==> src/rtl/hazard_fwd_unit.sv <==
// rtl/hazard_fwd_unit.sv - pipeline forwarding, load-use stall and branch flush control
// Optional macro HAZARD_PERF_CNT_EN enables saturating stall/flush/forward counters.
module hazard_fwd_unit #(
  parameter int REG_ADDR_W = 3,
  parameter int LOAD_LAT   = 1,
  parameter int CNT_W      = 32
) (
  input  logic                  clk,
  input  logic                  rst,
  input  logic [REG_ADDR_W-1:0] id_rs1,
  input  logic [REG_ADDR_W-1:0] id_rs2,
  input  logic                  id_use1,
  input  logic                  id_use2,
  input  logic [REG_ADDR_W-1:0] ex_rs1,
  input  logic [REG_ADDR_W-1:0] ex_rs2,
  input  logic [REG_ADDR_W-1:0] ex_rd,
  input  logic                  ex_regwr,
  input  logic                  ex_memrd,
  input  logic [REG_ADDR_W-1:0] mem_rd,
  input  logic                  mem_regwr,
  input  logic                  mem_memrd,
  input  logic [REG_ADDR_W-1:0] wb_rd,
  input  logic                  wb_regwr,
  input  logic                  br_taken,
  output logic [1:0]            fwd_a_sel,
  output logic [1:0]            fwd_b_sel,
  output logic                  rf_byp1,
  output logic                  rf_byp2,
  output logic                  pc_write,
  output logic                  ifid_write,
  output logic                  idex_bubble,
  output logic                  ifid_flush,
  output logic [CNT_W-1:0]      perf_stall,
  output logic [CNT_W-1:0]      perf_flush,
  output logic [CNT_W-1:0]      perf_fwd
);

  typedef enum logic {IDLE, STALL} state_t;

  state_t     state, state_nxt;
  logic [2:0] stall_cnt, stall_cnt_nxt;
  logic       haz;
  logic       stall;
  logic       mem_fwd_ok;
  logic       wb_fwd_ok;

  // Loads in MEM have no data yet, so they never feed the EX/MEM path.
  assign mem_fwd_ok = mem_regwr && !mem_memrd && (mem_rd != '0);
  assign wb_fwd_ok  = wb_regwr && (wb_rd != '0);

  always_comb begin
    fwd_a_sel = 2'b00;
    if (mem_fwd_ok && (mem_rd == ex_rs1))
      fwd_a_sel = 2'b10;
    else if (wb_fwd_ok && (wb_rd == ex_rs1))
      fwd_a_sel = 2'b01;
  end

  always_comb begin
    fwd_b_sel = 2'b00;
    if (mem_fwd_ok && (mem_rd == ex_rs2))
      fwd_b_sel = 2'b10;
    else if (wb_fwd_ok && (wb_rd == ex_rs2))
      fwd_b_sel = 2'b01;
  end

  assign rf_byp1 = wb_fwd_ok && (wb_rd == id_rs1);
  assign rf_byp2 = wb_fwd_ok && (wb_rd == id_rs2);

  assign haz = ex_memrd && ex_regwr && (ex_rd != '0) &&
               ((id_use1 && (ex_rd == id_rs1)) || (id_use2 && (ex_rd == id_rs2)));

  // While rst is high the outputs are evaluated as if the FSM were in IDLE.
  always_comb begin
    state_nxt     = state;
    stall_cnt_nxt = stall_cnt;
    stall         = 1'b0;
    ifid_flush    = 1'b0;
    if (br_taken) begin
      ifid_flush    = 1'b1;
      state_nxt     = IDLE;
      stall_cnt_nxt = 3'd0;
    end else if (rst || (state == IDLE)) begin
      if (haz) begin
        stall = 1'b1;
        if (LOAD_LAT > 1) begin
          state_nxt     = STALL;
          stall_cnt_nxt = 3'(LOAD_LAT - 1);
        end
      end
    end else begin
      stall         = 1'b1;
      stall_cnt_nxt = stall_cnt - 3'd1;
      if (stall_cnt <= 3'd1) begin
        state_nxt     = IDLE;
        stall_cnt_nxt = 3'd0;
      end
    end
  end

  assign pc_write    = !stall;
  assign ifid_write  = !stall;
  assign idex_bubble = stall || br_taken;

  always_ff @(posedge clk) begin
    if (rst) begin
      state     <= IDLE;
      stall_cnt <= 3'd0;
    end else begin
      state     <= state_nxt;
      stall_cnt <= stall_cnt_nxt;
    end
  end

`ifdef HAZARD_PERF_CNT_EN
  logic fwd_any;
  assign fwd_any = (fwd_a_sel != 2'b00) || (fwd_b_sel != 2'b00);

  always_ff @(posedge clk) begin
    if (rst) begin
      perf_stall <= '0;
      perf_flush <= '0;
      perf_fwd   <= '0;
    end else begin
      if (stall && !(&perf_stall))
        perf_stall <= perf_stall + CNT_W'(1);
      if (br_taken && !(&perf_flush))
        perf_flush <= perf_flush + CNT_W'(1);
      if (fwd_any && !(&perf_fwd))
        perf_fwd <= perf_fwd + CNT_W'(1);
    end
  end
`else
  assign perf_stall = '0;
  assign perf_flush = '0;
  assign perf_fwd   = '0;
`endif

endmodule
==> config.mk <==
export PLATFORM = sky130hd
export DESIGN_NAME = hazard_fwd_unit
export DESIGN_NICKNAME = d
export VERILOG_FILES = /design/src/rtl/hazard_fwd_unit.sv
export SDC_FILE = /design/constraint.sdc
export NUM_CORES = 1
export LEC_CHECK = 0
export ABC_AREA = 1
export CORE_ASPECT_RATIO = 1.5
export CORE_MARGIN = 3
export CORE_UTILIZATION = 32
export DETAILED_ROUTE_END_ITERATION = 12
export GPL_TIMING_DRIVEN = 0
export PLACE_DENSITY = 0.91
export SLEW_MARGIN = 10
export SYNTH_ARGS = -nofsm -noshare
export SYNTH_HDL_FRONTEND = slang
export SYNTH_SLANG_ARGS = --single-unit
export TNS_END_PERCENT = 10
==> constraint.sdc <==
create_clock -name clk -period 1.9 [get_ports clk]
set_clock_uncertainty 0.2 [all_clocks]
set_input_delay 0.285 -clock clk [delete_from_list [all_inputs] [get_ports clk]]
set_output_delay 0.285 -clock clk [all_outputs]
set_load 0.05 [all_outputs]
Word-level counts from Yosys, hierarchy flattened
Index checks and enable logic that the tools add are counted.

storage, ports and cells
  register bits after elaboration = 0
  output and inout bits = 106
  word-level logic and storage cells = 36

cells by class
  equality and inequality tests = 8
  mux-type cells = 7
  reduce and logical (&&, ||, !) cells = 21

operator list
  operator             number
  equality test 3 bit  8
  logical AND 1 bit    14
  nonzero test 3 bit   3
  2-to-1 mux 1 bit     5
  2-to-1 mux 2 bit     2
  logical NOT 1 bit    2
  logical OR 1 bit     2

Logic depth before layout (Yosys ltp)
Gate-level depths: netlist (run 1).

  depth in word-level cells = 7
  depth in mapped cells = 8
  depth with buffers taken out = 8

Worst setup path after synthesis (run 1)
Ideal clock, no wire load.

  path kind = input-to-output
  from = input wb_rd[1]
  to = output rf_byp1
  path buffers = 1
  stages = 3
  required time = 1415 ps
  arrival = 1634 ps
  slack = -219 ps
  cell sequence = buf_6 xor2_1 nor3_1

on the way
  cells in the longest elaborated chain, start to end = 3

ends and longest elaborated chain
  what                 RTL line  RTL
  from (decl)          22        input logic [REG_ADDR_W-1:0] wb_rd,
  nonzero test 3 bit   49        assign wb_fwd_ok = wb_regwr && (wb_rd != '0);
  logical AND 1 bit    49
  logical AND 1 bit *  67        assign rf_byp1 = wb_fwd_ok && (wb_rd == id_rs1);
  to (decl)            27        output logic rf_byp1,

Mark *: on every way between the ends. The rest lies on a longest branch, timed or not.

Final worst setup path (run 1)
  from = input ex_memrd
  to = output pc_write

on the way
  cells in the longest elaborated chain, start to end = 6

ends and longest elaborated chain
  what                             RTL line  RTL
  from (decl)                      18        input logic ex_memrd,
  logical AND 1 bit (3 in series)  70        assign haz = ex_memrd && ex_regwr && (ex_rd != '0) &&
  2-to-1 mux 1 bit                 84        if (haz) begin
  2-to-1 mux 1 bit                 79        if (br_taken) begin
  logical NOT 1 bit                101       assign pc_write = !stall;
  to (decl)                        29        output logic pc_write,

Every way passes these cells.

==> results of run 1 <==
cell usage in the layout (no fill, tap or decap), drive strengths merged:
cell,n
buf,111
clkdlybuf4s15,1
clkdlybuf4s50,7
nor2,16
nand3,5
nand2,31
nor3,1
xor2,6
a31oi,1
inv,16
conb,96
dlygate4sd2,11
xnor2,9
dlymetal6s2s,7
nand4,1
a21oi,1
nor3b,1
path summary, 6_finish.rpt:
path | startpoint | to | slack (ps) | cells past startpoint
worst max-delay path | ex_memrd | pc_write | 20 | 6
worst min-delay path | wb_rd[2] | fwd_b_sel[0] | 820 | 5
worst max-delay path, cell delays in order:
cell	delay, ps
clkdlybuf4s50_1	470
nand2_1	60
a31oi_1	210
nand3_2	110
buf_6	130
buf_8	140
per-layer routing:
| layer | up-vias | routed length (um) | GRT usage (%) |
|---|---|---|---|
| li1 | 634 | - | - |
| met1 | 481 | 879 | 9.31 |
| met2 | 103 | 1520 | 21.9 |
| met3 | 4 | 514 | 3.77 |
| met4 | 0 | 45 | 3.09 |
| met5 | - | 0 | 0 |
timing repair:
action,CTS,global route
pin swaps,1,5
setup endpoints to repair,10,8
resized for setup,72,17
logic make-up (layout without fill, tap and decap cells):
logic type | count (synthesis) | after routing | share of synthesized area [%]
simple gates | 55 | 55 | 20.5
compound gates | 2 | 2 | 1.22
xor+xnor | 15 | 15 | 10.6
buf+inv | 117 | 153 | 67.4
other cells | 1 | 96 | 0.304
synthesized netlist by cell type, drive strengths merged:
library cell	instances	area (um2)
conb	1	3.75
nand4	1	6.26
buf	101	769
nor2	16	72.6
nor3b	1	12.5
xor2	6	52.6
nor3	1	5.00
a21oi	1	8.76
nand3	5	25.0
xnor2	9	78.8
inv	16	62.6
a31oi	1	6.26
nand2	31	131
power breakdown:
group	internal, uW	switching [uW]
Combinational	233	552
Clock	0	0
Sequential	0	0
layout make-up:
class / instances / area [um2]
Timing Repair Buffer: 36 / 357
Buffer: 101 / 773
Multi-Input combinational cell: 168 / 790
Tap cell: 43 / 53.8
Inverter: 16 / 62.6
Fill cell: 363 / 1650
per-stage QoR:
stage / instances / power (uW) / setup WS, ps
after global routing: 364 / 825 / -27.9
after CTS: 364 / 769 / -143
after detailed placement: 364 / 778 / -754
after floorplan: 285 / 681 / 15.5
after global placement: 364 / 773 / -721
final: 364 / 785 / 21.6
==> impl_metrics.csv, run 1 <==
group,metric,value,unit
critical_path,worst-setup-path-type,"input pin to primary output",
synthesis,synthesis.area,0.00123,mm2
drt,drt_first_pass_iters,3,
drt,first_iter_violations,10,
cells_and_area,fin_util,55.3,%
global_routing,grt_pass1_vias,1062,
clock_network,cts_hold_buf,0,
timing,hold_viol,0,
synthesis,yosysWarnings,0,
die,die_area,0.00466,mm2
cells_and_area,drive_gt1_share,39.9,%
global_routing,grt_antenna_before_repair,0,
run,maxCapViolations,0,
power_and_ir_drop,peakVddDrop,0.239,mV
drt,vias,1222,
power_and_ir_drop,p_leak,0.00138,uW
die,die_h,82.1,um
die,rows,27,
cells_and_area,final_area,0.00204,mm2
critical_path,cp.required,1410,ps
synthesis,syn_inst,190,
critical_path,cp-start-kind,"input pin",
critical_path,path_max_fanout,2,
cells_and_area,nFlopsAndLatches,0,
timing,drv_slew,0,
global_routing,grt_usage,10.6,%
worst_hold_path,hp-class,"input pin to primary output",
timing,max_freq,532,MHz
drt,drt-vias-per-instance,3.36,
power_and_ir_drop,power_density,386,mW/mm2
run_status,status,"finished, final reports clean",
drt,wl_per_cell,8.13,um
critical_path,cp.arrival,1390,ps
global_routing,overflow,0,
drt,drc,0,
cells_and_area,syn_to_final_growth,64.8,%
die,die_x,56.7,um
synthesis,synth_seq_area_share,0,%
critical_path,end_kind,"primary output",
placement,gp_congestion,0.846,
cells_and_area,antenna_cells,0,
timing,setup_viol_count_final,0,
timing,fin_crit,1880,ps
clock_network,cts_setup_buffers,0,
cells_and_area,seqCellArea,0,um2
die,start_util,33.5,%
timing,whs,817,ps
drt,totalWireLength,2960,um
cells_and_area,fin_nets,354,
die,core-area,0.00368,mm2
drt,ant_nets,0,
cells_and_area,num-clock-buffers,0,
timing,min_period_over_period,98.9,%
timing,setup_tns,0,ps
timing,rsz0062_at_grt,"true",
synthesis,synth.distinct_cells,18,
die,io_pins,137,
placement,post_dp_cell_area,0.00201,mm2
global_routing,grt_max_degree,7,
global_routing,grt_pass1_wl,4010,um
synthesis,syn_area_per_cell,6.50,um2
placement,port_buffers,36,
placement,place_hpwl,2760,um
No activity file was read; power rests on OpenSTA's default activity.
==> inputs of run 2 (changes only) <==
--- a/config.mk
+++ b/config.mk
@@ -12,6 +12,8 @@
 export DETAILED_ROUTE_END_ITERATION = 12
 export GPL_TIMING_DRIVEN = 0
 export PLACE_DENSITY = 0.91
+export RECOVER_POWER = 100
+export SKIP_LAST_GASP = 1
 export SLEW_MARGIN = 10
 export SYNTH_ARGS = -nofsm -noshare
 export SYNTH_HDL_FRONTEND = slang
==> run 2 against run 1 <==
Effect of this change: clock-buffer cell count unchanged; power grew 0.43%; core utilization increased by 0.95 points; maximum frequency fell by 0.18%; worst hold slack hardly changed; worst setup slack worse by 3.3 ps; combinational power grew 0.5%; largest power group unchanged.
==> impl_metrics.csv, run 2 (same netlist as run 1, synthesis figures left out) <==
group,metric,value,unit
placement,place_hpwl,2760,um
cells_and_area,final_area,0.00207,mm2
critical_path,cp.arrival,1400,ps
timing,whs,817,ps
global_routing,overflow,0,
cells_and_area,nFlopsAndLatches,0,
timing,min_period_over_period,99.0,%
critical_path,crit_start,"ex_memrd",
global_routing,grt_antenna_before_repair,0,
timing,max_freq,531,MHz
drt,ant_nets,0,
die,die_x,56.7,um
timing,fin_crit,1880,ps
worst_hold_path,hold_start,"wb_rd[2]",
run_status,status,"finished, final reports clean",
power_and_ir_drop,total_power,789,uW
power_and_ir_drop,p_leak,0.00147,uW
die,die_area,0.00466,mm2
clock_network,cts_hold_buf,0,
drt,totalWireLength,3020,um
die,rows,27,
timing,setup_viol_count_final,0,
worst_hold_path,hp-class,"input pin to primary output",
cells_and_area,fin_nets,354,
drt,wl_per_cell,8.29,um
placement,gp_congestion,0.846,
run,maxCapViolations,0,
cells_and_area,num-clock-buffers,0,
timing,slew_headroom,58.6,%
die,core-area,0.00368,mm2
cells_and_area,drive_gt1_share,38.9,%
cells_and_area,most-common-layout-cells,"98 x buf_4, 96 x conb_1, 28 x nand2_1, 19 x dlymetal6s2s_1, 13 x inv_1",
die,start_util,33.5,%
die,die_h,82.1,um
drt,first_iter_violations,5,
die,io_pins,137,
global_routing,grt_pass1_vias,1062,
cells_and_area,antenna_cells,0,
cells_and_area,syn_to_final_growth,67.7,%
critical_path,end_kind,"primary output",
power_and_ir_drop,peakVddDrop,0.239,mV
timing,rsz0062_at_grt,"true",
drt,drt-vias-per-instance,3.37,
global_routing,grt_pass1_wl,4030,um
placement,post_dp_cell_area,0.00201,mm2
global_routing,grt_usage,10.6,%
drt,drt_first_pass_iters,4,
timing,hold_viol,0,
critical_path,worst-setup-path-type,"input pin to primary output",
timing,drv_slew,0,
cells_and_area,seqCellArea,0,um2
drt,drc,0,
cells_and_area,final_common_cell,"buf_4",
global_routing,grt_max_degree,7,
placement,port_buffers,36,
critical_path,cp.required,1410,ps
drt,vias,1228,
critical_path,path_max_fanout,2,
power_and_ir_drop,power_density,381,mW/mm2
timing,worstMarginPinSlew,623,ps
critical_path,cp-start-kind,"input pin",
-- run 2: metrics by stage --
step / util [%] / setup TNS [ps] / worst slack, ps / instances
after floorplan: - / 0 / 15.5 / 285
after global placement: 54.6 / -5980 / -721 / 364
after detailed placement: 54.6 / -6180 / -754 / 364
after CTS: 54.1 / -1820 / -265 / 364
after global routing: 56.2 / -44.6 / -19.9 / 364
final: 56.2 / 0 / 18.3 / 364
-- run 2: critical path: stages --
cell and delay [ps]:
clkdlybuf4s50_1 470, nand2_1 60, a31oi_1 210, nand3_2 110
buf_6 130, buf_8 140
-- run 2: where the power goes --
group          switching (uW)  internal [uW]  leakage (uW)  total (uW)
registers                   0              0             0           0
clock network               0              0             0           0
logic                     552            236       0.00147         789
-- run 2: final cells by class --
| cell class | count | area [um2] |
|---|---|---|
| Buffer | 101 | 773 |
| Multi-Input combinational cell | 168 | 790 |
| Tap cell | 43 | 53.8 |
| Timing Repair Buffer | 36 | 392 |
| Inverter | 16 | 62.6 |
| Fill cell | 353 | 1610 |
-- run 2: worst paths after layout --
path	end	slack (ps)	depth (start not counted)
max	pc_write	20	6
min	fwd_b_sel[0]	820	5
-- run 2: routing by layer --
layer | up-vias | share of wire, % | GRT usage [%]
met5 | - | 0 | 0
met4 | 0 | 1.3 | 2.14
met3 | 4 | 18 | 4.25
met2 | 103 | 52 | 22.3
met1 | 486 | 29 | 9.22
li1 | 635 | - | -
-- run 2: repair_timing --
item,4_1_cts,5_1_grt
endpoints found under the setup margin,10,10
setup buffers,0,0
pin swaps,0,8
gates resized for setup,34,53
==> inputs of run 3 (changes only) <==
--- a/config.mk
+++ b/config.mk
@@ -7,11 +7,11 @@
 export LEC_CHECK = 0
 export ABC_AREA = 1
 export CORE_ASPECT_RATIO = 1.5
-export CORE_MARGIN = 3
-export CORE_UTILIZATION = 32
+export CORE_MARGIN = 1
+export CORE_UTILIZATION = 29
 export DETAILED_ROUTE_END_ITERATION = 12
 export GPL_TIMING_DRIVEN = 0
-export PLACE_DENSITY = 0.91
+export PLACE_DENSITY = 0.84
 export RECOVER_POWER = 100
 export SKIP_LAST_GASP = 1
 export SLEW_MARGIN = 10
==> constraint.sdc (replaced) <==
create_clock -name clk -period 1.8 [get_ports clk]
set_clock_uncertainty 0.2 [all_clocks]
set_input_delay 0.27 -clock clk [delete_from_list [all_inputs] [get_ports clk]]
set_output_delay 0.27 -clock clk [all_outputs]
set_load 0.05 [all_outputs]
==> run 3 against run 2 <==
Effect of this change: the run now ends with negative setup slack left; power is 3.8% higher; wire length decreased by 11%; clock-buffer cell count unchanged; worst setup slack worse by 20 ps; sequential share of layout area did not move; worst hold slack got worse by 23 ps; combinational power increased by 3.8%; via count fell by 1.5%; design area fell by 2.7%; critical path depth is the same; die area down 2.7%; core utilization decreased by 6.2 points; critical endpoint unchanged.
==> impl_metrics.csv, run 3 (same netlist as run 1, synthesis figures left out) <==
group,metric,value,unit
cells_and_area,num-clock-buffers,0,
placement,place_hpwl,2510,um
global_routing,grt_max_degree,7,
timing,setup_viol_count_final,1,
timing,min_period_over_period,100,%
run_status,violations,"negative setup slack",
cells_and_area,nFillCells,401,
timing,max_freq,555,MHz
critical_path,worst-setup-path-type,"input pin to primary output",
drt,drc,0,
timing,setup_ws,-2.07,ps
power_and_ir_drop,intPower,238,uW
drt,wl_per_cell,7.37,um
die,rows,28,
power_and_ir_drop,swShare,70.9,%
power_and_ir_drop,peakVddDrop,0.293,mV
timing,drv_slew,0,
cells_and_area,fin_util,50.0,%
timing,setup_tns,-2.07,ps
placement,port_buffers,36,
cells_and_area,final_area,0.00201,mm2
clock_network,cts_hold_buf,0,
global_routing,grt_pass1_wl,3780,um
cells_and_area,most-common-layout-cells,"98 x buf_4, 96 x conb_1, 28 x nand2_1",
timing,rsz0062_at_grt,"true",
die,die_area,0.00453,mm2
critical_path,cp-start-kind,"input pin",
timing,hold_viol,0,
die,start_util,30.7,%
power_and_ir_drop,power_density,406,mW/mm2
drt,ant_nets,0,
die,core-area,0.00403,mm2
cells_and_area,antenna_cells,0,
worst_hold_path,whs_endpoint,"fwd_b_sel[0]",
critical_path,cp.arrival,1330,ps
power_and_ir_drop,total_power,819,uW
drt,drt-vias-per-instance,3.30,
placement,post_dp_cell_area,0.00201,mm2
critical_path,path_max_fanout,2,
drt,drt_first_pass_iters,4,
cells_and_area,final_common_cell,"buf_4",
cells_and_area,nFlopsAndLatches,0,
power_and_ir_drop,pwr-share-seq,0,%
worst_hold_path,hp-class,"input pin to primary output",
die,die_h,81.9,um
die,io_pins,137,
power_and_ir_drop,p_sw,580,uW
global_routing,grt_usage,10.1,%
critical_path,end_kind,"primary output",
die,die_x,55.3,um
power_and_ir_drop,p_leak,0.00137,uW
timing,fin_crit,1800,ps
drt,first_iter_violations,12,
critical_path,cp.required,1330,ps
global_routing,grt_antenna_before_repair,0,
power_and_ir_drop,power_frac_comb,100.0,%
run,maxCapViolations,0,
drt,vias,1209,
global_routing,overflow,0,
placement,gp_congestion,0.822,
worst_hold_path,hold_depth,5,
worst_hold_path,hold_start,"wb_rd[1]",
drt,totalWireLength,2700,um
global_routing,grt_pass1_vias,941,
run_status,status,"finished with violations",
cells_and_area,fin_nets,354,
cells_and_area,drive_gt1_share,40.2,%
power_and_ir_drop,clockPowerShare,0,%
cells_and_area,seqCellArea,0,um2
cells_and_area,syn_to_final_growth,63.1,%
-- run 3: area by class of cell --
cell class,instances,area (um2),share of cell area [%]
Buffer,101,773,38.4
Tap cell,45,56.3,2.80
Timing Repair Buffer,36,337,16.7
Multi-Input combinational cell,168,786,39.0
Inverter,16,62.6,3.11
-- run 3: through the flow --
stage / setup WS (ps) / std cells / hold slack (ps)
2_1_floorplan: -54.5 / 285 / 507
3_3_place_gp: -791 / 366 / 1320
3_5_place_dp: -787 / 366 / 1340
4_1_cts: -99.9 / 366 / 821
5_1_grt: -48.6 / 366 / 858
6_report: -2.07 / 366 / 794
-- run 3: worst max path at each step --
| stage | start | endpoint | slack [ps] | cells after the start |
|---|---|---|---|---|
| after floorplan | ex_rd[1] | pc_write | -50 | 8 |
| after global placement | ex_rd[2] | pc_write | -790 | 10 |
| after detailed placement | ex_rs1[2] | fwd_a_sel[0] | -790 | 7 |
| after CTS | ex_rs2[2] | fwd_b_sel[0] | -100 | 6 |
| after global routing | mem_rd[1] | fwd_a_sel[0] | -50 | 8 |
| final | ex_memrd | pc_write | -2 | 6 |
-- run 3: power groups by stage --
stage                     clock, uW  combinational [uW]  sequential [uW]
after CTS                         0                 806                0
after floorplan                   0                 719                0
after global routing              0                 859                0
final                             0                 819                0
after detailed placement          0                 822                0
after global placement            0                 817                0
-- run 3: what timing repair did --
action	CTS	global route
buffers inserted	0	0
pin swaps	1	13
gates cloned	0	0
endpoints found under the setup margin	10	10
gates resized for setup	70	26
-- run 3: per-layer routing --
layer,track usage [%],up-vias,wire length (um)
met2,24.5,102,1480
met1,8.07,474,792
met5,0,-,0
met4,0,0,0
met3,2.52,0,421
li1,-,633,-
-- run 3: worst max-delay path, cell delays in order --
cell             delay (ps)
clkdlybuf4s50_1         450
nand2_1                  60
a31oi_2                 180
nand3_2                 110
buf_6                   130
buf_8                   140
